[src/rtl/fetch_redirect_if.sv]
// Fetch-side bundle: branch redirect, instruction-memory read channel and decode handshake.
// FETCH_MISALIGN_CHK_EN adds the sticky fetch_misaligned flag.
interface fetch_redirect_if #(
  parameter int PC_W = 9
);
  logic            PcSel;
  logic [31:0]     BrPC;
  logic            imem_req;
  logic [PC_W-1:0] imem_addr;
  logic            imem_ready;
  logic            imem_rvalid;
  logic [31:0]     imem_rdata;
  logic            if_valid;
  logic            if_ready;
  logic [PC_W-1:0] if_pc;
  logic [31:0]     if_instr;
`ifdef FETCH_MISALIGN_CHK_EN
  logic            fetch_misaligned;
`endif

  modport master (
    input  PcSel, BrPC, imem_ready, imem_rvalid, imem_rdata, if_ready,
`ifdef FETCH_MISALIGN_CHK_EN
    output fetch_misaligned,
`endif
    output imem_req, imem_addr, if_valid, if_pc, if_instr
  );

  modport slave (
    output PcSel, BrPC, imem_ready, imem_rvalid, imem_rdata, if_ready,
`ifdef FETCH_MISALIGN_CHK_EN
    input  fetch_misaligned,
`endif
    input  imem_req, imem_addr, if_valid, if_pc, if_instr
  );
endinterface

[src/rtl/fetch_redirect_unit.sv]
// IF stage: owns the fetch PC, keeps one imem read in flight, buffers {pc,instr} for decode,
// and flushes/restarts on a branch redirect. FETCH_MISALIGN_CHK_EN halts fetch on misaligned targets.
module fetch_redirect_unit #(
  parameter int              PC_W     = 9,
  parameter int              DEPTH    = 4,
  parameter logic [PC_W-1:0] RESET_PC = '0
) (
  input logic             clk,
  input logic             reset,
  fetch_redirect_if.master bus
);
  localparam int AW = $clog2(DEPTH);
  localparam int CW = $clog2(DEPTH + 1);

  typedef enum logic [1:0] {FETCH, WAIT, DROP} state_t;

  state_t          state, state_nxt;
  logic [PC_W-1:0] pc;
  logic [PC_W-1:0] fifo_pc    [DEPTH];
  logic [31:0]     fifo_instr [DEPTH];
  logic [AW-1:0]   wr_ptr, rd_ptr;
  logic [CW-1:0]   count;
  logic            empty, full, halt, accept, push, pop;
  logic [PC_W-1:0] target;
  logic            unused_brpc;

  assign empty       = (count == '0);
  assign full        = (count == CW'(DEPTH));
  assign target      = {bus.BrPC[PC_W-1:2], 2'b00};
  assign unused_brpc = ^{bus.BrPC[31:PC_W], bus.BrPC[1:0]};

`ifdef FETCH_MISALIGN_CHK_EN
  logic misaligned;
  assign halt                 = misaligned;
  assign bus.fetch_misaligned = misaligned;

  always_ff @(posedge clk) begin
    if (reset)
      misaligned <= 1'b0;
    else if (bus.PcSel && (bus.BrPC[1:0] != 2'b00))
      misaligned <= 1'b1;
  end
`else
  assign halt = 1'b0;
`endif

  // Pushes are masked by a redirect; the head is hidden while a redirect is flushing it.
  assign push        = (state == WAIT) && bus.imem_rvalid && !bus.PcSel;
  assign bus.if_valid = !empty && !bus.PcSel;
  assign pop         = bus.if_valid && bus.if_ready;
  assign bus.if_pc    = empty ? '0 : fifo_pc[rd_ptr];
  assign bus.if_instr = empty ? '0 : fifo_instr[rd_ptr];

  always_comb begin
    state_nxt     = state;
    bus.imem_req  = 1'b0;
    bus.imem_addr = '0;
    accept        = 1'b0;
    if (state == FETCH && !full && !halt && !reset) begin
      bus.imem_req  = 1'b1;
      bus.imem_addr = pc;
      accept        = bus.imem_ready;
    end
    unique case (state)
      FETCH: if (accept) state_nxt = bus.PcSel ? DROP : WAIT;
      WAIT: begin
        if (bus.imem_rvalid)  state_nxt = FETCH;
        else if (bus.PcSel)   state_nxt = DROP;
      end
      DROP: if (bus.imem_rvalid) state_nxt = FETCH;
      default: state_nxt = FETCH;
    endcase
    // A request still in flight at reset must have its response swallowed afterwards.
    if (reset)
      state_nxt = ((state == WAIT || state == DROP) && !bus.imem_rvalid) ? DROP : FETCH;
  end

  always_ff @(posedge clk) begin
    state <= state_nxt;
    if (reset) begin
      pc     <= RESET_PC;
      wr_ptr <= '0;
      rd_ptr <= '0;
      count  <= '0;
    end else if (bus.PcSel) begin
      pc     <= target;
      wr_ptr <= '0;
      rd_ptr <= '0;
      count  <= '0;
    end else begin
      if (push) begin
        pc     <= pc + PC_W'(4);
        wr_ptr <= wr_ptr + 1'b1;
      end
      if (pop)
        rd_ptr <= rd_ptr + 1'b1;
      count <= count + CW'(push) - CW'(pop);
    end
  end

  always_ff @(posedge clk) begin
    if (push) begin
      fifo_pc[wr_ptr]    <= pc;
      fifo_instr[wr_ptr] <= bus.imem_rdata;
    end
  end
endmodule

[src/flat_wrapper.sv]
// flat-port wrapper written by rule: the top's interface ports become plain ports
module fetch_redirect_unit_flat 
#(
  parameter int              PC_W     = 9,
  parameter int              DEPTH    = 4,
  parameter logic [PC_W-1:0] RESET_PC = '0
)
  (clk, reset, bus_PcSel, bus_BrPC, bus_imem_ready, bus_imem_rvalid, bus_imem_rdata, bus_if_ready, bus_imem_req, bus_imem_addr, bus_if_valid, bus_if_pc, bus_if_instr);
  fetch_redirect_if #(.PC_W(PC_W)) bus_i ();
  input logic clk;
  input logic reset;
  input wire logic [$bits(bus_i.PcSel)-1:0] bus_PcSel;
  input wire logic [$bits(bus_i.BrPC)-1:0] bus_BrPC;
  input wire logic [$bits(bus_i.imem_ready)-1:0] bus_imem_ready;
  input wire logic [$bits(bus_i.imem_rvalid)-1:0] bus_imem_rvalid;
  input wire logic [$bits(bus_i.imem_rdata)-1:0] bus_imem_rdata;
  input wire logic [$bits(bus_i.if_ready)-1:0] bus_if_ready;
  output wire logic [$bits(bus_i.imem_req)-1:0] bus_imem_req;
  output wire logic [$bits(bus_i.imem_addr)-1:0] bus_imem_addr;
  output wire logic [$bits(bus_i.if_valid)-1:0] bus_if_valid;
  output wire logic [$bits(bus_i.if_pc)-1:0] bus_if_pc;
  output wire logic [$bits(bus_i.if_instr)-1:0] bus_if_instr;
  assign bus_i.PcSel = bus_PcSel;
  assign bus_i.BrPC = bus_BrPC;
  assign bus_i.imem_ready = bus_imem_ready;
  assign bus_i.imem_rvalid = bus_imem_rvalid;
  assign bus_i.imem_rdata = bus_imem_rdata;
  assign bus_i.if_ready = bus_if_ready;
  assign bus_imem_req = bus_i.imem_req;
  assign bus_imem_addr = bus_i.imem_addr;
  assign bus_if_valid = bus_i.if_valid;
  assign bus_if_pc = bus_i.if_pc;
  assign bus_if_instr = bus_i.if_instr;
  fetch_redirect_unit #(.PC_W(PC_W), .DEPTH(DEPTH), .RESET_PC(RESET_PC)) u_core (.clk(clk), .reset(reset), .bus(bus_i));
endmodule
[config.mk]
export PLATFORM = sky130hd
export DESIGN_NAME = fetch_redirect_unit_flat
export DESIGN_NICKNAME = d
export VERILOG_FILES = /design/src/rtl/fetch_redirect_if.sv /design/src/rtl/fetch_redirect_unit.sv /design/src/flat_wrapper.sv
export SDC_FILE = /design/constraint.sdc
export NUM_CORES = 1
export LEC_CHECK = 0
export BUFFER_PORTS_ARGS = -buffer_cell sky130_fd_sc_hd__buf_2
export CAP_MARGIN = 20
export CORE_ASPECT_RATIO = 2
export CORE_MARGIN = 2
export CORE_UTILIZATION = 25
export DETAILED_ROUTE_END_ITERATION = 16
export GPL_ROUTABILITY_DRIVEN = 0
export REMOVE_ABC_BUFFERS = 1
export SYNTH_ARGS = -nofsm -noshare
export SYNTH_HDL_FRONTEND = slang
export SYNTH_SLANG_ARGS = --single-unit
[constraint.sdc]
create_clock -name clk -period 3 [get_ports clk]
set_input_delay 0.6 -clock clk [delete_from_list [all_inputs] [get_ports clk]]
set_output_delay 0.6 -clock clk [all_outputs]
set_load 0.005 [all_outputs]
# --- After elaboration in Yosys (flattened, before gate mapping) ---
# Memories as Yosys holds them, arrays and structs flattened. A register that Yosys moved wholly into a read port is not among the register bits.
# Cells that the tools add are included.
totals:
  out_inout_bits: 52
  n_memories: 2
  mem_bits_rw: 164
  wordCells: 58
  ff_bits: 18
  inputBits: 70
op_classes:
  reduce_logical: 18
  n_eq_ne: 6
  mux: 21
  addsub: 5
memory_table:
  columns: ["name", "depth", "word_bits", "read_ports", "rd_clocked_by_memory_dff", "write_ports", "line", "rtl"]
  rows:
  - ["u_core.fifo_instr", 4, 32, 1, 1, 1, "fetch_redirect_unit.sv:20", "logic [31:0] fifo_instr [DEPTH];"]
  - ["u_core.fifo_pc", 4, 9, 1, 1, 1, "fetch_redirect_unit.sv:19", "logic [PC_W-1:0] fifo_pc [DEPTH];"]
op_table:
  columns: ["cell", "count"]
  rows:
  - ["$mux W9", 4]
  - ["$mux W32", 1]
  - ["$mux W2", 11]
  - ["$add A9 B3 Y9 const B", 1]
  - ["$logic_and A1 B1 Y1", 7]
  - ["$pmux W2 S3", 1]
  - ["$logic_not A1 Y1", 5]
  - ["$add A2 B1 Y2 const B", 2]
  - ["$mux W1", 4]
  - ["$ne A4 B4 Y1 const B", 1]
  - ["$add A3 B1 Y3", 1]
  - ["$eq A3 B3 Y1 const B", 1]
  - ["$logic_not A3 Y1", 1]
  - ["$ne A3 B2 Y1 const B", 1]
  - ["$ne A3 B3 Y1 const B", 1]
  - ["$reduce_and A3 Y1", 1]
  - ["$sub A3 B1 Y3", 1]
  - ["$eq A2 B1 Y1 const B", 1]
  - ["$eq A2 B2 Y1 const B", 1]
  - ["$logic_not A2 Y1", 1]
  - ["$reduce_bool A2 Y1", 1]
  - ["$reduce_or A2 Y1", 1]
  - ["$logic_or A1 B1 Y1", 1]

# --- Logic depth before layout (Yosys ltp) ---
# Gate-level depths: netlist (run 1).
depth:
  ltp_word: 8
  ltp_mapped: 9
  depth_no_buf: 8

# --- Least setup slack after synthesis (run 1) ---
# OpenSTA, ideal clock, no wires.
synth_timing:
  kind: "input-to-reg"
  start: "input port bus_imem_rvalid"
  end: "memory u_core.fifo_instr[0][0], enable pin"
  required_time_ns: 2.600
  stages: 4
  n_path_buf: 1
  arrival_time_ns: 2.034
  setup_slack_ns: 0.566
  setup_ns: 0.400
  cell_sequence: "buf_2 -> nand2_2 -> nor2_1 -> and2_1"
synth_between:
  elab_chain_cells: 4
synth_rtl:
  columns: ["element", "line", "rtl"]
  rows:
  - ["start: declaration", "flat_wrapper.sv:15", "input wire logic [$bits(bus_i.imem_rvalid)-1:0] bus_imem_rvalid;"]
  - ["$logic_and A1 B1 Y1 (2 in series)", "fetch_redirect_unit.sv:48", "assign push = (state == WAIT) && bus.imem_rvalid && !bus.PcSel;"]
  - ["net u_core.push", "fetch_redirect_unit.sv:23", "logic empty, full, halt, accept, push, pop;"]
  - ["$mux W1", "fetch_redirect_unit.sv:102", "if (push) begin"]
  - ["$mux W1 (implied by the code)", "fetch_redirect_unit.sv:104", "fifo_instr[wr_ptr] <= bus.imem_rdata;"]
  - ["end: declaration", "fetch_redirect_unit.sv:20", null]
# The timed path passes the listed nets, and every way through them passes these cells.

==> report_table.html, run 1 <==
<table>
<tr><th>Metric</th><th>Value</th></tr>
<tr><th colspan="2">Status</th></tr>
<tr><td>Outcome</td><td>finished, final reports clean</td></tr>
<tr><th colspan="2">Logic synthesis</th></tr>
<tr><td>Ranking of synthesized cells by area</td><td>sky130_fd_sc_hd__edfxtp_1, sky130_fd_sc_hd__mux4_2, sky130_fd_sc_hd__dfxtp_1, sky130_fd_sc_hd__nor2b_1, sky130_fd_sc_hd__ha_1</td></tr>
<tr><td>Synthesized instance count</td><td>approximately 370</td></tr>
<tr><td>Fraction of the yosys area taken by sequential cells</td><td>between 70 and 80%</td></tr>
<tr><td>EDFF count, synth</td><td>158</td></tr>
<tr><td>Yosys top cell area share</td><td>just under 70%</td></tr>
<tr><td>Dominant synthesized flop cell</td><td>sky130_fd_sc_hd__edfxtp_1</td></tr>
<tr><td>Top post-synthesis cells by count</td><td>sky130_fd_sc_hd__edfxtp_1, sky130_fd_sc_hd__nor2b_1, sky130_fd_sc_hd__mux4_2</td></tr>
<tr><td>Yosys top cell by area</td><td>sky130_fd_sc_hd__edfxtp_1</td></tr>
<tr><td>Count leader, synth</td><td>sky130_fd_sc_hd__edfxtp_1</td></tr>
<tr><td>Synth cell types</td><td>35</td></tr>
<tr><td>Synth warnings</td><td>0</td></tr>
<tr><td>Post-Synthesis Mean Instance Area</td><td>~19 um2</td></tr>
<tr><td>Netlist Area Pre-Place</td><td>6960 um2</td></tr>
<tr><td>Share of synthesized registers carrying an async set or reset</td><td>0%</td></tr>
<tr><td>Flops &amp; latches, synth</td><td>174</td></tr>
<tr><th colspan="2">Flow run</th></tr>
<tr><td>Max-Cap Viols</td><td>0</td></tr>
<tr><th colspan="2">Clocking</th></tr>
<tr><td>Count of instances resized after the clock tree is built</td><td>0</td></tr>
<tr><td>Post-CTS Hold Fix Bufs</td><td>0</td></tr>
<tr><td>Reg clk slew, reported paths</td><td>70 ps</td></tr>
<tr><td>Maximum number of buffers from clock root to sink</td><td>2</td></tr>
<tr><td>Clk Tree Root Cell</td><td>sky130_fd_sc_hd__clkbuf_16</td></tr>
<tr><td>TritonCTS clock tree</td><td>yes</td></tr>
<tr><td>TritonCTS sink count</td><td>approximately 170</td></tr>
<tr><td>H-tree levels</td><td>4</td></tr>
<tr><td>Num CTS Buffers</td><td>17</td></tr>
<tr><td>Latest clock arrival within the worst-skew pair</td><td>430 ps</td></tr>
<tr><td>Post-CTS Setup Repair Bufs</td><td>0</td></tr>
<tr><th colspan="2">Min path</th></tr>
<tr><td>Path class of the lowest-slack min-delay path</td><td>primary input to register</td></tr>
<tr><th colspan="2">Power and ir drop</th></tr>
<tr><td>Cell Int Power</td><td>roughly 4.3 mW</td></tr>
<tr><td>Combinational share of power</td><td>6.2%</td></tr>
<tr><td>Proportion of power drawn by flip-flops and latches</td><td>50.3%</td></tr>
<tr><td>Max rail drop VDD</td><td>0.416 mV</td></tr>
<tr><td>Net Sw Frac</td><td>20.3%</td></tr>
<tr><td>PnR Total Power</td><td>5.46 mW</td></tr>
<tr><td>Power per cell area</td><td>between 600 and 700 nW/um2</td></tr>
<tr><td>Total leakage power</td><td>around 2.9 nW</td></tr>
<tr><td>Relative contribution of the clock network to total power</td><td>between 40% and 50%</td></tr>
<tr><td>Net switching power</td><td>around 1.1 mW</td></tr>
<tr><th colspan="2">Final layout</th></tr>
<tr><td>Count of non-filler cells in the finished layout</td><td>about 840</td></tr>
<tr><td>Final net count</td><td>558</td></tr>
<tr><td>Area of all sequential standard cells</td><td>between 5000 and 6000 um2</td></tr>
<tr><td>Core utilization of the finished layout</td><td>about 31%</td></tr>
<tr><td>Number of diodes added for antenna fixing</td><td>0</td></tr>
<tr><td>Area occupied by multi-input gates</td><td>roughly 1700 um2</td></tr>
<tr><td>Area delta synth-&gt;final</td><td>23.5%</td></tr>
<tr><td>Proportion of layout cells with a drive suffix above 1</td><td>between 30 and 40%</td></tr>
<tr><td>Fill cell instance count of the final layout</td><td>around 2700</td></tr>
<tr><th colspan="2">Detailed routing</th></tr>
<tr><td>Initial DRC count</td><td>approximately 250</td></tr>
<tr><td>Mean routed wirelength per cell</td><td>17.0 um</td></tr>
<tr><td>Residual antenna-violating net count after detailed routing</td><td>0</td></tr>
<tr><td>Count of TritonRoute iterations in the first routing pass</td><td>6</td></tr>
<tr><td>Final wirelength</td><td>between 10 and 15 mm</td></tr>
<tr><td>Vias per inst</td><td>4.25</td></tr>
<tr><td>Total number of vias</td><td>around 3600</td></tr>
<tr><td>Remaining design rule violation count</td><td>0</td></tr>
<tr><th colspan="2">Die</th></tr>
<tr><td>DIE AREA</td><td>~30000 um2</td></tr>
<tr><td>Initial core utilization</td><td>25.3%</td></tr>
<tr><td>Die width</td><td>between 100 and 150 um</td></tr>
<tr><td>Number of I/O pins</td><td>about 120</td></tr>
<tr><td>Standard cell core area</td><td>roughly 27000 um2</td></tr>
<tr><td>Height of the die</td><td>approximately 240 um</td></tr>
<tr><td>Rows</td><td>between 80 and 90</td></tr>
<tr><th colspan="2">STA</th></tr>
<tr><td>Normalized max-slew margin</td><td>between 60 and 70%</td></tr>
<tr><td>Final hold vios</td><td>0</td></tr>
<tr><td>Final setup violation count</td><td>0</td></tr>
<tr><td>RSZ-0062 raised after global routing</td><td>false</td></tr>
<tr><td>Min cycle time layout</td><td>around 2600 ps</td></tr>
<tr><td>Period utilization</td><td>approximately 86%</td></tr>
<tr><td>Setup tns final</td><td>0 ps</td></tr>
<tr><td>Highest attainable clock frequency</td><td>~390 MHz</td></tr>
<tr><td>Slew of the pin with the lowest slew margin</td><td>a little over 500 ps</td></tr>
<tr><td>Setup slack of the critical path after layout</td><td>between 400 and 500 ps</td></tr>
<tr><td>Clock Skews</td><td>about 12 ps</td></tr>
<tr><td>Final slew viol count</td><td>0</td></tr>
<tr><th colspan="2">Setup path</th></tr>
<tr><td>CP Data Arrival Time</td><td>between 1500 and 2000 ps</td></tr>
<tr><td>WP buf/inv</td><td>2</td></tr>
<tr><td>Required time of the critical path</td><td>roughly 2400 ps</td></tr>
<tr><td>Critical-path cell with the highest stage delay</td><td>sky130_fd_sc_hd__mux4_2</td></tr>
<tr><td>Critical path startpoint category</td><td>register</td></tr>
<tr><td>Largest fanout on the critical path</td><td>39</td></tr>
<tr><td>Peak per-stage delay on the critical path</td><td>about 560 ps</td></tr>
<tr><td>List of cells traversed by the critical path</td><td>buf_12 &gt; mux4_2 &gt; nor2b_1 &gt; buf_2</td></tr>
<tr><td>Critical path class</td><td>register to output port</td></tr>
<tr><td>Crit. End Element</td><td>output port</td></tr>
<tr><td>Largest delay share family, worst path</td><td>multiplexers</td></tr>
<tr><th colspan="2">Global routing</th></tr>
<tr><td>Vias in the first global route</td><td>roughly 4000</td></tr>
<tr><td>Overall overflow remaining after global route</td><td>0</td></tr>
<tr><td>Largest net degree at the start of global routing</td><td>40</td></tr>
<tr><td>First-pass GRT wire length</td><td>between 20 and 25 mm</td></tr>
<tr><td>Initial antenna violation count</td><td>0</td></tr>
<tr><td>Total Routing Usage GR</td><td>10.5%</td></tr>
<tr><th colspan="2">Place</th></tr>
<tr><td>Post-detail-place hpwl</td><td>a little under 10 mm</td></tr>
<tr><td>Number of buffers inserted by port buffering</td><td>92</td></tr>
<tr><td>Number of placed instances, taps included</td><td>~800</td></tr>
<tr><td>Worst setup slack after placement</td><td>538 ps</td></tr>
</table>
## power groups by stage
stage / logic [mW] / registers [mW] / clock network (mW)
3_3_place_gp: 0.320 / 2.79 / 0
6_report: 0.336 / 2.75 / 2.37
4_1_cts: 0.344 / 2.75 / 2.43
2_1_floorplan: 0.183 / 2.79 / 0
3_5_place_dp: 0.340 / 2.80 / 0
5_1_grt: 0.374 / 2.75 / 2.51
## per-layer routing
| metal | vias up | global-route usage [%] | wire, um |
|---|---|---|---|
| met5 | - | 0 | 0 |
| met4 | 0 | 5.47 | 332 |
| met3 | 17 | 2.51 | 499 |
| met2 | 86 | 20.2 | 8550 |
| met1 | 1831 | 10.1 | 4970 |
| li1 | 1643 | - | - |
## flip-flops by register name (all words and copies together) (netlist names), named ones only
signal	cells
u_core.fifo_instr	128
u_core.fifo_pc	28
u_core.pc	7
u_core.count	3
u_core.rd_ptr	2
u_core.state	2
u_core.wr_ptr	2
## metrics by stage
| stage | hold WS, ps | area (um2) |
|---|---|---|
| floorplan | 469 | 6850 |
| global placement | 498 | 7950 |
| detailed placement | 510 | 7950 |
| CTS | 357 | 8590 |
| global route | 368 | 8590 |
| finish | 390 | 8590 |
## logic make-up (layout without fill, tap and decap cells)
group,count (synthesis),after routing,synth area share (%)
XOR/XNOR,7,7,0.881
flip-flops,174,174,72.8
multiplexers,39,39,12.6
AND/OR/NAND/NOR,89,89,7.30
adder cells (fa/ha/maj),11,11,2.09
AO/OA/AOI/OAI,19,19,1.89
other,1,4,0.0539
buffers and inverters,32,147,2.34
## cell type report
cell class                      count  area share (%)
Clock inverter                     13            2.45
Clock buffer                       19            5.04
Tap cell                          352            5.13
Multi-Input combinational cell    169            20.4
Timing Repair Buffer              104            7.57
Inverter                           11           0.481
Sequential cell                   174            59.0
## path summary, 6_finish.rpt
path | slack (ps) | from | cells after the start | endpoint
max reg2reg | 580 | u_core.state[1] | 6 | u_core.fifo_instr[2][24]
min | 390 | bus_imem_rdata[14] | 1 | u_core.fifo_instr[1][14]
min reg2reg | 510 | u_core.wr_ptr[1] | 2 | u_core.wr_ptr[1]
max | 420 | register | 4 | bus_if_pc[6]
## placed cells by master (no fill, tap or decap), types with 2 or more instances in the layout
cell / instances
sky130_fd_sc_hd__clkbuf_1: 2
sky130_fd_sc_hd__clkinv_2: 2
sky130_fd_sc_hd__a211oi_1: 2
sky130_fd_sc_hd__clkinvlp_4: 2
sky130_fd_sc_hd__mux4_2: 39
sky130_fd_sc_hd__inv_1: 10
sky130_fd_sc_hd__bufinv_16: 5
sky130_fd_sc_hd__and2_1: 10
sky130_fd_sc_hd__nand3_1: 6
sky130_fd_sc_hd__dfxtp_1: 14
sky130_fd_sc_hd__conb_1: 4
sky130_fd_sc_hd__clkbuf_16: 17
sky130_fd_sc_hd__nand2_1: 3
sky130_fd_sc_hd__nor2b_1: 40
sky130_fd_sc_hd__xnor2_1: 3
sky130_fd_sc_hd__buf_2: 92
sky130_fd_sc_hd__o21ai_0: 6
sky130_fd_sc_hd__buf_12: 8
sky130_fd_sc_hd__a311oi_1: 5
sky130_fd_sc_hd__or3_1: 4
sky130_fd_sc_hd__nor2_1: 16
sky130_fd_sc_hd__buf_4: 4
sky130_fd_sc_hd__inv_6: 3
sky130_fd_sc_hd__edfxtp_1: 158
sky130_fd_sc_hd__dfxtp_2: 2
sky130_fd_sc_hd__and2_2: 4
sky130_fd_sc_hd__xor2_1: 4
sky130_fd_sc_hd__ha_1: 10
(Power assumes the default switching activity.)
==> run 2: changes to the inputs <==
==> constraint.sdc (replaced) <==
create_clock -name clk -period 3 [get_ports clk]
set_input_delay 0.3 -clock clk [delete_from_list [all_inputs] [get_ports clk]]
set_output_delay 0.3 -clock clk [all_outputs]
set_load 0.005 [all_outputs]
==> run 2 against run 1 <==
Net effect:
- cell area decreased by 0.66%
- power down 3.1%
- largest cell class unchanged
- worst setup slack gained 220 ps
- utilization is 0.21 points lower
- sequential share of layout area rose by 0.39 points
- fmax is 9.5% higher
- via count increased by 0.62%
- clock-buffer cell count is 2 lower
- first-iteration DRC count shrank 16%
- sequential cell count unchanged
==> report_table.html, run 2 (synthesis results as in run 1) <==
<table>
<tr><th>Metric</th><th>Value</th></tr>
<tr><th colspan="2">Clocking</th></tr>
<tr><td>TritonCTS sink count</td><td>174 (unchanged)</td></tr>
<tr><td>TritonCTS clock tree</td><td>yes</td></tr>
<tr><td>Latest clock arrival within the worst-skew pair</td><td>430 ps (about the same)</td></tr>
<tr><td>Num CTS Buffers</td><td>17 (unchanged)</td></tr>
<tr><td>H-tree levels</td><td>4 (unchanged)</td></tr>
<tr><td>Clk Tree Root Cell</td><td>sky130_fd_sc_hd__clkbuf_16</td></tr>
<tr><td>Post-CTS Hold Fix Bufs</td><td>0 (unchanged)</td></tr>
<tr><td>Count of instances resized after the clock tree is built</td><td>0 (unchanged)</td></tr>
<tr><td>Reg clk slew, reported paths</td><td>70 ps (about the same)</td></tr>
<tr><td>Maximum number of buffers from clock root to sink</td><td>2 (unchanged)</td></tr>
<tr><td>Post-CTS Setup Repair Bufs</td><td>0 (unchanged)</td></tr>
<tr><th colspan="2">Die</th></tr>
<tr><td>Number of I/O pins</td><td>122 (unchanged)</td></tr>
<tr><td>DIE AREA</td><td>29300 um2 (unchanged)</td></tr>
<tr><td>Rows</td><td>86 (unchanged)</td></tr>
<tr><td>Die width</td><td>122 um (unchanged)</td></tr>
<tr><td>Initial core utilization</td><td>25.3% (unchanged)</td></tr>
<tr><td>Standard cell core area</td><td>27400 um2 (unchanged)</td></tr>
<tr><td>Height of the die</td><td>240 um (unchanged)</td></tr>
<tr><th colspan="2">Final layout</th></tr>
<tr><td>Most common cell after layout, fill and taps aside</td><td>sky130_fd_sc_hd__edfxtp_1</td></tr>
<tr><td>Proportion of layout cells with a drive suffix above 1</td><td>37.5% (-0.051 points)</td></tr>
<tr><td>Number of diodes added for antenna fixing</td><td>0 (unchanged)</td></tr>
<tr><td>Area occupied by multi-input gates</td><td>1750 um2 (unchanged)</td></tr>
<tr><td>Largest registers</td><td>u_core.fifo_instr: 128 flops, u_core.fifo_pc: 28 flops, u_core.pc: 7 flops</td></tr>
<tr><td>Max reg flops</td><td>128 (unchanged)</td></tr>
<tr><td>Fill cell instance count of the final layout</td><td>2691 (+0.49%)</td></tr>
<tr><td>Area of all sequential standard cells</td><td>5070 um2 (unchanged)</td></tr>
<tr><td>Final net count</td><td>556 (-0.36%)</td></tr>
<tr><td>Top reg by flops</td><td>u_core.fifo_instr</td></tr>
<tr><td>Area delta synth-&gt;final</td><td>22.7%</td></tr>
<tr><td>Most used cells in the layout excluding fill and tap cells</td><td>sky130_fd_sc_hd__edfxtp_1, sky130_fd_sc_hd__buf_2, sky130_fd_sc_hd__nor2b_1</td></tr>
<tr><th colspan="2">Detailed routing</th></tr>
<tr><td>Initial DRC count</td><td>207 (-16%)</td></tr>
<tr><td>Residual antenna-violating net count after detailed routing</td><td>0 (unchanged)</td></tr>
<tr><td>Remaining design rule violation count</td><td>0 (unchanged)</td></tr>
<tr><td>Final wirelength</td><td>14.5 mm (+0.89%)</td></tr>
<tr><td>Total number of vias</td><td>3599 (+0.62%)</td></tr>
<tr><td>Count of TritonRoute iterations in the first routing pass</td><td>6 (unchanged)</td></tr>
<tr><td>Vias per inst</td><td>4.28 (+0.85%)</td></tr>
<tr><td>Mean routed wirelength per cell</td><td>17.2 um (+1.1%)</td></tr>
<tr><th colspan="2">Global routing</th></tr>
<tr><td>Largest net degree at the start of global routing</td><td>40 (unchanged)</td></tr>
<tr><td>Overall overflow remaining after global route</td><td>0 (unchanged)</td></tr>
<tr><td>Initial antenna violation count</td><td>0 (unchanged)</td></tr>
<tr><td>Vias in the first global route</td><td>3967 (+0.56%)</td></tr>
<tr><td>Total Routing Usage GR</td><td>10.6% (+0.037 points)</td></tr>
<tr><td>First-pass GRT wire length</td><td>22.2 mm (-0.31%)</td></tr>
<tr><th colspan="2">Setup path</th></tr>
<tr><td>CP Data Arrival Time</td><td>2490 ps (+510 ps)</td></tr>
<tr><td>Required time of the critical path</td><td>3140 ps (+740 ps)</td></tr>
<tr><td>Largest fanout on the critical path</td><td>15 (-62%)</td></tr>
<tr><td>Critical path class</td><td>register to register</td></tr>
<tr><td>Critical path startpoint category</td><td>register</td></tr>
<tr><td>Crit. End Element</td><td>register</td></tr>
<tr><th colspan="2">Status</th></tr>
<tr><td>Outcome</td><td>finished, final reports clean</td></tr>
<tr><th colspan="2">STA</th></tr>
<tr><td>Final setup violation count</td><td>0 (unchanged)</td></tr>
<tr><td>Normalized max-slew margin</td><td>58.7% (-7.3 points)</td></tr>
<tr><td>RSZ-0062 raised after global routing</td><td>false</td></tr>
<tr><td>Final slew viol count</td><td>0 (unchanged)</td></tr>
<tr><td>Clock Skews</td><td>10.3 ps (-1.39 ps)</td></tr>
<tr><td>Slew of the pin with the lowest slew margin</td><td>619 ps (+110 ps)</td></tr>
<tr><td>Min cycle time layout</td><td>2350 ps (-224 ps)</td></tr>
<tr><td>Setup tns final</td><td>0 ps (unchanged)</td></tr>
<tr><td>Period utilization</td><td>78.4% (-7.5 points)</td></tr>
<tr><td>Final hold vios</td><td>0 (unchanged)</td></tr>
<tr><td>Highest attainable clock frequency</td><td>425 MHz (+9.5%)</td></tr>
<tr><th colspan="2">Power and ir drop</th></tr>
<tr><td>PnR Total Power</td><td>5.29 mW (-3.1%)</td></tr>
<tr><td>Net Sw Frac</td><td>22.2% (+1.9 points)</td></tr>
<tr><td>Total leakage power</td><td>2.90 nW (-1.1%)</td></tr>
<tr><td>Relative contribution of the clock network to total power</td><td>41.8% (-1.7 points)</td></tr>
<tr><td>Max rail drop VDD</td><td>0.344 mV (-17%)</td></tr>
<tr><td>Proportion of power drawn by flip-flops and latches</td><td>51.9% (+1.6 points)</td></tr>
<tr><td>Combinational share of power</td><td>6.3% (about the same)</td></tr>
<tr><td>Cell Int Power</td><td>4.11 mW (-5.4%)</td></tr>
<tr><td>Net switching power</td><td>1.18 mW (+6.0%)</td></tr>
<tr><td>Power per cell area</td><td>620 nW/um2 (-2.4%)</td></tr>
<tr><th colspan="2">Min path</th></tr>
<tr><td>Path class of the lowest-slack min-delay path</td><td>primary input to register</td></tr>
<tr><th colspan="2">Place</th></tr>
<tr><td>Post-detail-place hpwl</td><td>9.64 mm (-1.8%)</td></tr>
<tr><td>Number of buffers inserted by port buffering</td><td>92 (unchanged)</td></tr>
<tr><th colspan="2">Flow run</th></tr>
<tr><td>Max-Cap Viols</td><td>0 (unchanged)</td></tr>
</table>
[run 2: changes by cell type in the layout (fill, tap and decap cells not counted), moves of 2 or more]
cell	change
sky130_fd_sc_hd__clkinv_2	-2
sky130_fd_sc_hd__bufinv_16	-3
sky130_fd_sc_hd__inv_6	+2
sky130_fd_sc_hd__clkinv_4	+2
sky130_fd_sc_hd__buf_4	-2
sky130_fd_sc_hd__clkbuf_1	-2
[run 2: power by group through the flow]
stage	clock network [mW]	registers, mW	logic [mW]
6_report	2.21	2.75	0.334
5_1_grt	2.37	2.75	0.372
4_1_cts	2.28	2.75	0.342
3_5_place_dp	0	2.80	0.339
3_3_place_gp	0	2.79	0.323
2_1_floorplan	0	2.79	0.183
[run 2: worst max-delay path, cell delays in order, from the launching register on]
cell and delay [ps]:
sky130_fd_sc_hd__edfxtp_1 400, sky130_fd_sc_hd__inv_1 110, sky130_fd_sc_hd__ha_1 330, sky130_fd_sc_hd__nand2_2 190
sky130_fd_sc_hd__nor2_1 270, sky130_fd_sc_hd__and2_2 540, sky130_fd_sc_hd__buf_12 220
[run 2: layout make-up]
class / count / area share (%)
clock buffer: 17 / 4.98
clock inverter: 15 / 2.07
inverter: 11 / 0.484
multi-input combinational: 169 / 20.5
sequential: 174 / 59.4
tap: 352 / 5.16
timing repair buffer: 102 / 7.45
[run 2: metrics by stage]
| stage | hold slack, ps | utilization (%) | setup WS (ps) | cells | area, um2 |
|---|---|---|---|---|---|
| 2_1_floorplan | 372 | - | 151 | 354 | 6850 |
| 3_3_place_gp | 492 | 28.9 | 667 | 808 | 7930 |
| 3_5_place_dp | 500 | 28.9 | 598 | 808 | 7930 |
| 4_1_cts | 45.5 | 31.1 | 579 | 840 | 8540 |
| 5_1_grt | 57.9 | 31.1 | 425 | 840 | 8540 |
| 6_report | 77.0 | 31.1 | 648 | 840 | 8540 |
[run 2: path summary, 6_finish.rpt]
check	from	end	slack [ps]	cells past startpoint
max	u_core.state[1]	u_core.fifo_instr[1][7]	650	6
min	bus_imem_rdata[15]	u_core.fifo_instr[3][15]	80	1
max reg2reg	u_core.state[1]	u_core.fifo_instr[1][7]	650	6
min reg2reg	u_core.wr_ptr[1]	u_core.wr_ptr[1]	500	2
[run 2: metal layers]
layer  global-route usage [%]  share of wire, %  wire [um]  vias up
met1                     10.4                35       5130     1833
met3                     2.47               3.6        516       30
met4                     5.71               3.0        430        0
met5                        0                 0          0        -
li1                         -                 -          -     1646
met2                     19.9                58       8410       90
==> run 3: changes to the inputs <==
clock period = 2.1 ns   (was 3 ns; I/O delays follow)
==> run 3 against run 2 <==
Net effect:
- final cell count grew 4.9%
- largest cell class unchanged
- combinational power grew 66%
- first-iteration DRC count shrank 11%
- worst setup slack lost 640 ps
- clock-buffer cell count grew 2
- register-to-register slack lost 550 ps
- sequential cell count is the same
- via count grew 5.1%
==> report_table.html, run 3 (synthesis results as in run 1) <==
<table>
<tr><th>Metric</th><th>Value</th></tr>
<tr><th colspan="2">Status</th></tr>
<tr><td>Outcome</td><td>finished, final reports clean</td></tr>
<tr><th colspan="2">Setup path</th></tr>
<tr><td>Critical path startpoint category</td><td>register</td></tr>
<tr><td>CP Data Arrival Time</td><td>1890 ps (-600 ps)</td></tr>
<tr><td>Peak per-stage delay on the critical path</td><td>490 ps (-50 ps)</td></tr>
<tr><td>Critical-path cell with the highest stage delay</td><td>sky130_fd_sc_hd__mux4_2</td></tr>
<tr><td>Register-to-register setup slack</td><td>100 ps (-550 ps)</td></tr>
<tr><td>WP buf/inv</td><td>3 (+1)</td></tr>
<tr><td>Crit. End Element</td><td>output port</td></tr>
<tr><td>Required time of the critical path</td><td>1890 ps (-1250 ps)</td></tr>
<tr><td>Critical path class</td><td>register to output port</td></tr>
<tr><td>List of cells traversed by the critical path</td><td>buf_12 &gt; clkbuf_16 &gt; mux4_2 &gt; nor2b_1 &gt; buf_2</td></tr>
<tr><td>Largest fanout on the critical path</td><td>5 (-10)</td></tr>
<tr><td>Largest delay share family, worst path</td><td>multiplexers</td></tr>
<tr><th colspan="2">Die</th></tr>
<tr><td>Standard cell core area</td><td>27400 um2 (unchanged)</td></tr>
<tr><td>DIE AREA</td><td>29300 um2 (unchanged)</td></tr>
<tr><td>Height of the die</td><td>240 um (unchanged)</td></tr>
<tr><td>Die width</td><td>122 um (unchanged)</td></tr>
<tr><td>Initial core utilization</td><td>25.3% (unchanged)</td></tr>
<tr><td>Rows</td><td>86 (unchanged)</td></tr>
<tr><td>Number of I/O pins</td><td>122 (unchanged)</td></tr>
<tr><th colspan="2">Global routing</th></tr>
<tr><td>Total Routing Usage GR</td><td>10.3% (-0.28 points)</td></tr>
<tr><td>First-pass GRT wire length</td><td>22.0 mm (-0.87%)</td></tr>
<tr><td>Vias in the first global route</td><td>4036 (+1.7%)</td></tr>
<tr><td>Largest net degree at the start of global routing</td><td>40 (unchanged)</td></tr>
<tr><td>Overall overflow remaining after global route</td><td>0 (unchanged)</td></tr>
<tr><td>Initial antenna violation count</td><td>0 (unchanged)</td></tr>
<tr><th colspan="2">Detailed routing</th></tr>
<tr><td>Mean routed wirelength per cell</td><td>17.2 um (-0.32%)</td></tr>
<tr><td>Residual antenna-violating net count after detailed routing</td><td>0 (unchanged)</td></tr>
<tr><td>Vias per inst</td><td>4.29 (+0.22%)</td></tr>
<tr><td>Final wirelength</td><td>15.1 mm (+4.5%)</td></tr>
<tr><td>Count of TritonRoute iterations in the first routing pass</td><td>4 (-2)</td></tr>
<tr><td>Remaining design rule violation count</td><td>0 (unchanged)</td></tr>
<tr><td>Total number of vias</td><td>3783 (+5.1%)</td></tr>
<tr><td>Initial DRC count</td><td>184 (-11%)</td></tr>
<tr><th colspan="2">Clocking</th></tr>
<tr><td>TritonCTS sink count</td><td>174 (unchanged)</td></tr>
<tr><td>Latest clock arrival within the worst-skew pair</td><td>430 ps (about the same)</td></tr>
<tr><td>Num CTS Buffers</td><td>17 (unchanged)</td></tr>
<tr><td>Clk Tree Root Cell</td><td>sky130_fd_sc_hd__clkbuf_16</td></tr>
<tr><td>TritonCTS clock tree</td><td>yes</td></tr>
<tr><td>Reg clk slew, reported paths</td><td>70 ps (about the same)</td></tr>
<tr><td>Maximum number of buffers from clock root to sink</td><td>2 (unchanged)</td></tr>
<tr><td>H-tree levels</td><td>4 (unchanged)</td></tr>
<tr><th colspan="2">Place</th></tr>
<tr><td>Post-detail-place hpwl</td><td>9.14 mm (-5.2%)</td></tr>
<tr><td>Number of placed instances, taps included</td><td>809 (+0.12%)</td></tr>
<tr><td>Number of buffers inserted by port buffering</td><td>92 (unchanged)</td></tr>
<tr><th colspan="2">STA</th></tr>
<tr><td>Highest attainable clock frequency</td><td>between 400 and 500 MHz</td></tr>
<tr><td>Period utilization</td><td>about 100%</td></tr>
<tr><td>Clock Skews</td><td>10.8 ps (+0.527 ps)</td></tr>
<tr><td>Setup tns final</td><td>0 ps (unchanged)</td></tr>
<tr><td>Final hold vios</td><td>0 (unchanged)</td></tr>
<tr><td>Final slew viol count</td><td>0 (unchanged)</td></tr>
<tr><td>RSZ-0062 raised after global routing</td><td>true</td></tr>
<tr><td>Final setup violation count</td><td>0 (unchanged)</td></tr>
<tr><td>Min cycle time layout</td><td>2100 ps</td></tr>
<tr><th colspan="2">Final layout</th></tr>
<tr><td>Proportion of layout cells with a drive suffix above 1</td><td>36.5% (-1.0 points)</td></tr>
<tr><td>Final net count</td><td>597 (+7.4%)</td></tr>
<tr><td>Most used cells in the layout excluding fill and tap cells</td><td>sky130_fd_sc_hd__edfxtp_1, sky130_fd_sc_hd__buf_2, sky130_fd_sc_hd__nor2b_1</td></tr>
<tr><td>Fill cell instance count of the final layout</td><td>2645 (-1.7%)</td></tr>
<tr><td>Largest registers</td><td>u_core.fifo_instr: 128 flops, u_core.fifo_pc: 28 flops, u_core.pc: 7 flops</td></tr>
<tr><td>Top reg by flops</td><td>u_core.fifo_instr</td></tr>
<tr><td>Count of non-filler cells in the finished layout</td><td>881 (+4.9%)</td></tr>
<tr><td>Max reg flops</td><td>128 (unchanged)</td></tr>
<tr><td>Area delta synth-&gt;final</td><td>29.6%</td></tr>
<tr><td>Number of diodes added for antenna fixing</td><td>0 (unchanged)</td></tr>
<tr><td>Most common cell after layout, fill and taps aside</td><td>sky130_fd_sc_hd__edfxtp_1</td></tr>
<tr><th colspan="2">Power and ir drop</th></tr>
<tr><td>Total leakage power</td><td>3.09 nW (+6.8%)</td></tr>
<tr><td>Power per cell area</td><td>834 nW/um2 (+35%)</td></tr>
<tr><td>Max rail drop VDD</td><td>0.396 mV (+15%)</td></tr>
<tr><th colspan="2">Flow run</th></tr>
<tr><td>Max-Cap Viols</td><td>0 (unchanged)</td></tr>
<tr><th colspan="2">Min path</th></tr>
<tr><td>Path class of the lowest-slack min-delay path</td><td>primary input to register</td></tr>
</table>
-- run 3: worst paths after layout --
check	to	start	cells past startpoint
max	bus_if_instr[24]	register	5
min	u_core.fifo_instr[1][3]	bus_imem_rdata[3]	1
max reg2reg	u_core.count[2]	u_core.count[1]	8
min reg2reg	u_core.wr_ptr[1]	u_core.wr_ptr[1]	2
-- run 3: area by class of cell --
| class | instances | area, um2 | share of cell area [%] |
|---|---|---|---|
| Tap cell | 352 | 440 | 4.89 |
| Multi-Input combinational cell | 169 | 1770 | 19.6 |
| Sequential cell | 174 | 5070 | 56.2 |
| Timing Repair Buffer | 143 | 1120 | 12.5 |
| Clock buffer | 19 | 433 | 4.80 |
| Clock inverter | 13 | 138 | 1.53 |
| Inverter | 11 | 41.3 | 0.458 |
-- run 3: where the power goes --
group / internal [mW] / total (mW) / switching, mW
logic: 0.282 / 0.555 / 0.273
clock network: 1.76 / 3.04 / 1.29
registers: 3.87 / 3.92 / 0.0482
total: 5.91 / 7.52 / 1.61
-- run 3: metrics by stage --
| step | utilization [%] | area (um2) | power (mW) | hold WS, ps | worst slack (ps) |
|---|---|---|---|---|---|
| 2_1_floorplan | - | 6850 | 4.24 | 282 | -659 |
| 5_1_grt | 32.9 | 9010 | 7.80 | 8.18 | -60.8 |
| 4_1_cts | 32.2 | 8820 | 7.59 | 6.65 | -25.5 |
| 6_report | 32.9 | 9010 | 7.52 | 25.4 | 4.45 |
| 3_5_place_dp | 28.9 | 7940 | 4.49 | 430 | 98.1 |
| 3_3_place_gp | 28.9 | 7940 | 4.45 | 423 | 168 |
-- run 3: layer usage --
layer	routed length [um]	vias up	track usage [%]
li1	-	1722	-
met1	5470	1949	9.95
met2	8790	90	20.0
met3	521	22	1.99
met4	360	0	5.26
met5	0	-	0
-- run 3: worst register-to-register path, cell delays in order, from the launching register on --
cell                      delay [ps]
sky130_fd_sc_hd__dfxtp_1         400
sky130_fd_sc_hd__o31ai_2         320
sky130_fd_sc_hd__nor2_1           90
sky130_fd_sc_hd__ha_1            290
sky130_fd_sc_hd__inv_1            40
sky130_fd_sc_hd__ha_1            180
sky130_fd_sc_hd__fa_1            370
sky130_fd_sc_hd__xnor2_1         160
sky130_fd_sc_hd__nor2_1           50
-- run 3: timing repair --
item	4_1_cts	5_1_grt
hold buffers	31	0
cloned	0	6
setup buffers	0	3
hold endpoints to repair	124	0
gates resized for setup	1	4
setup endpoints to repair	27	43
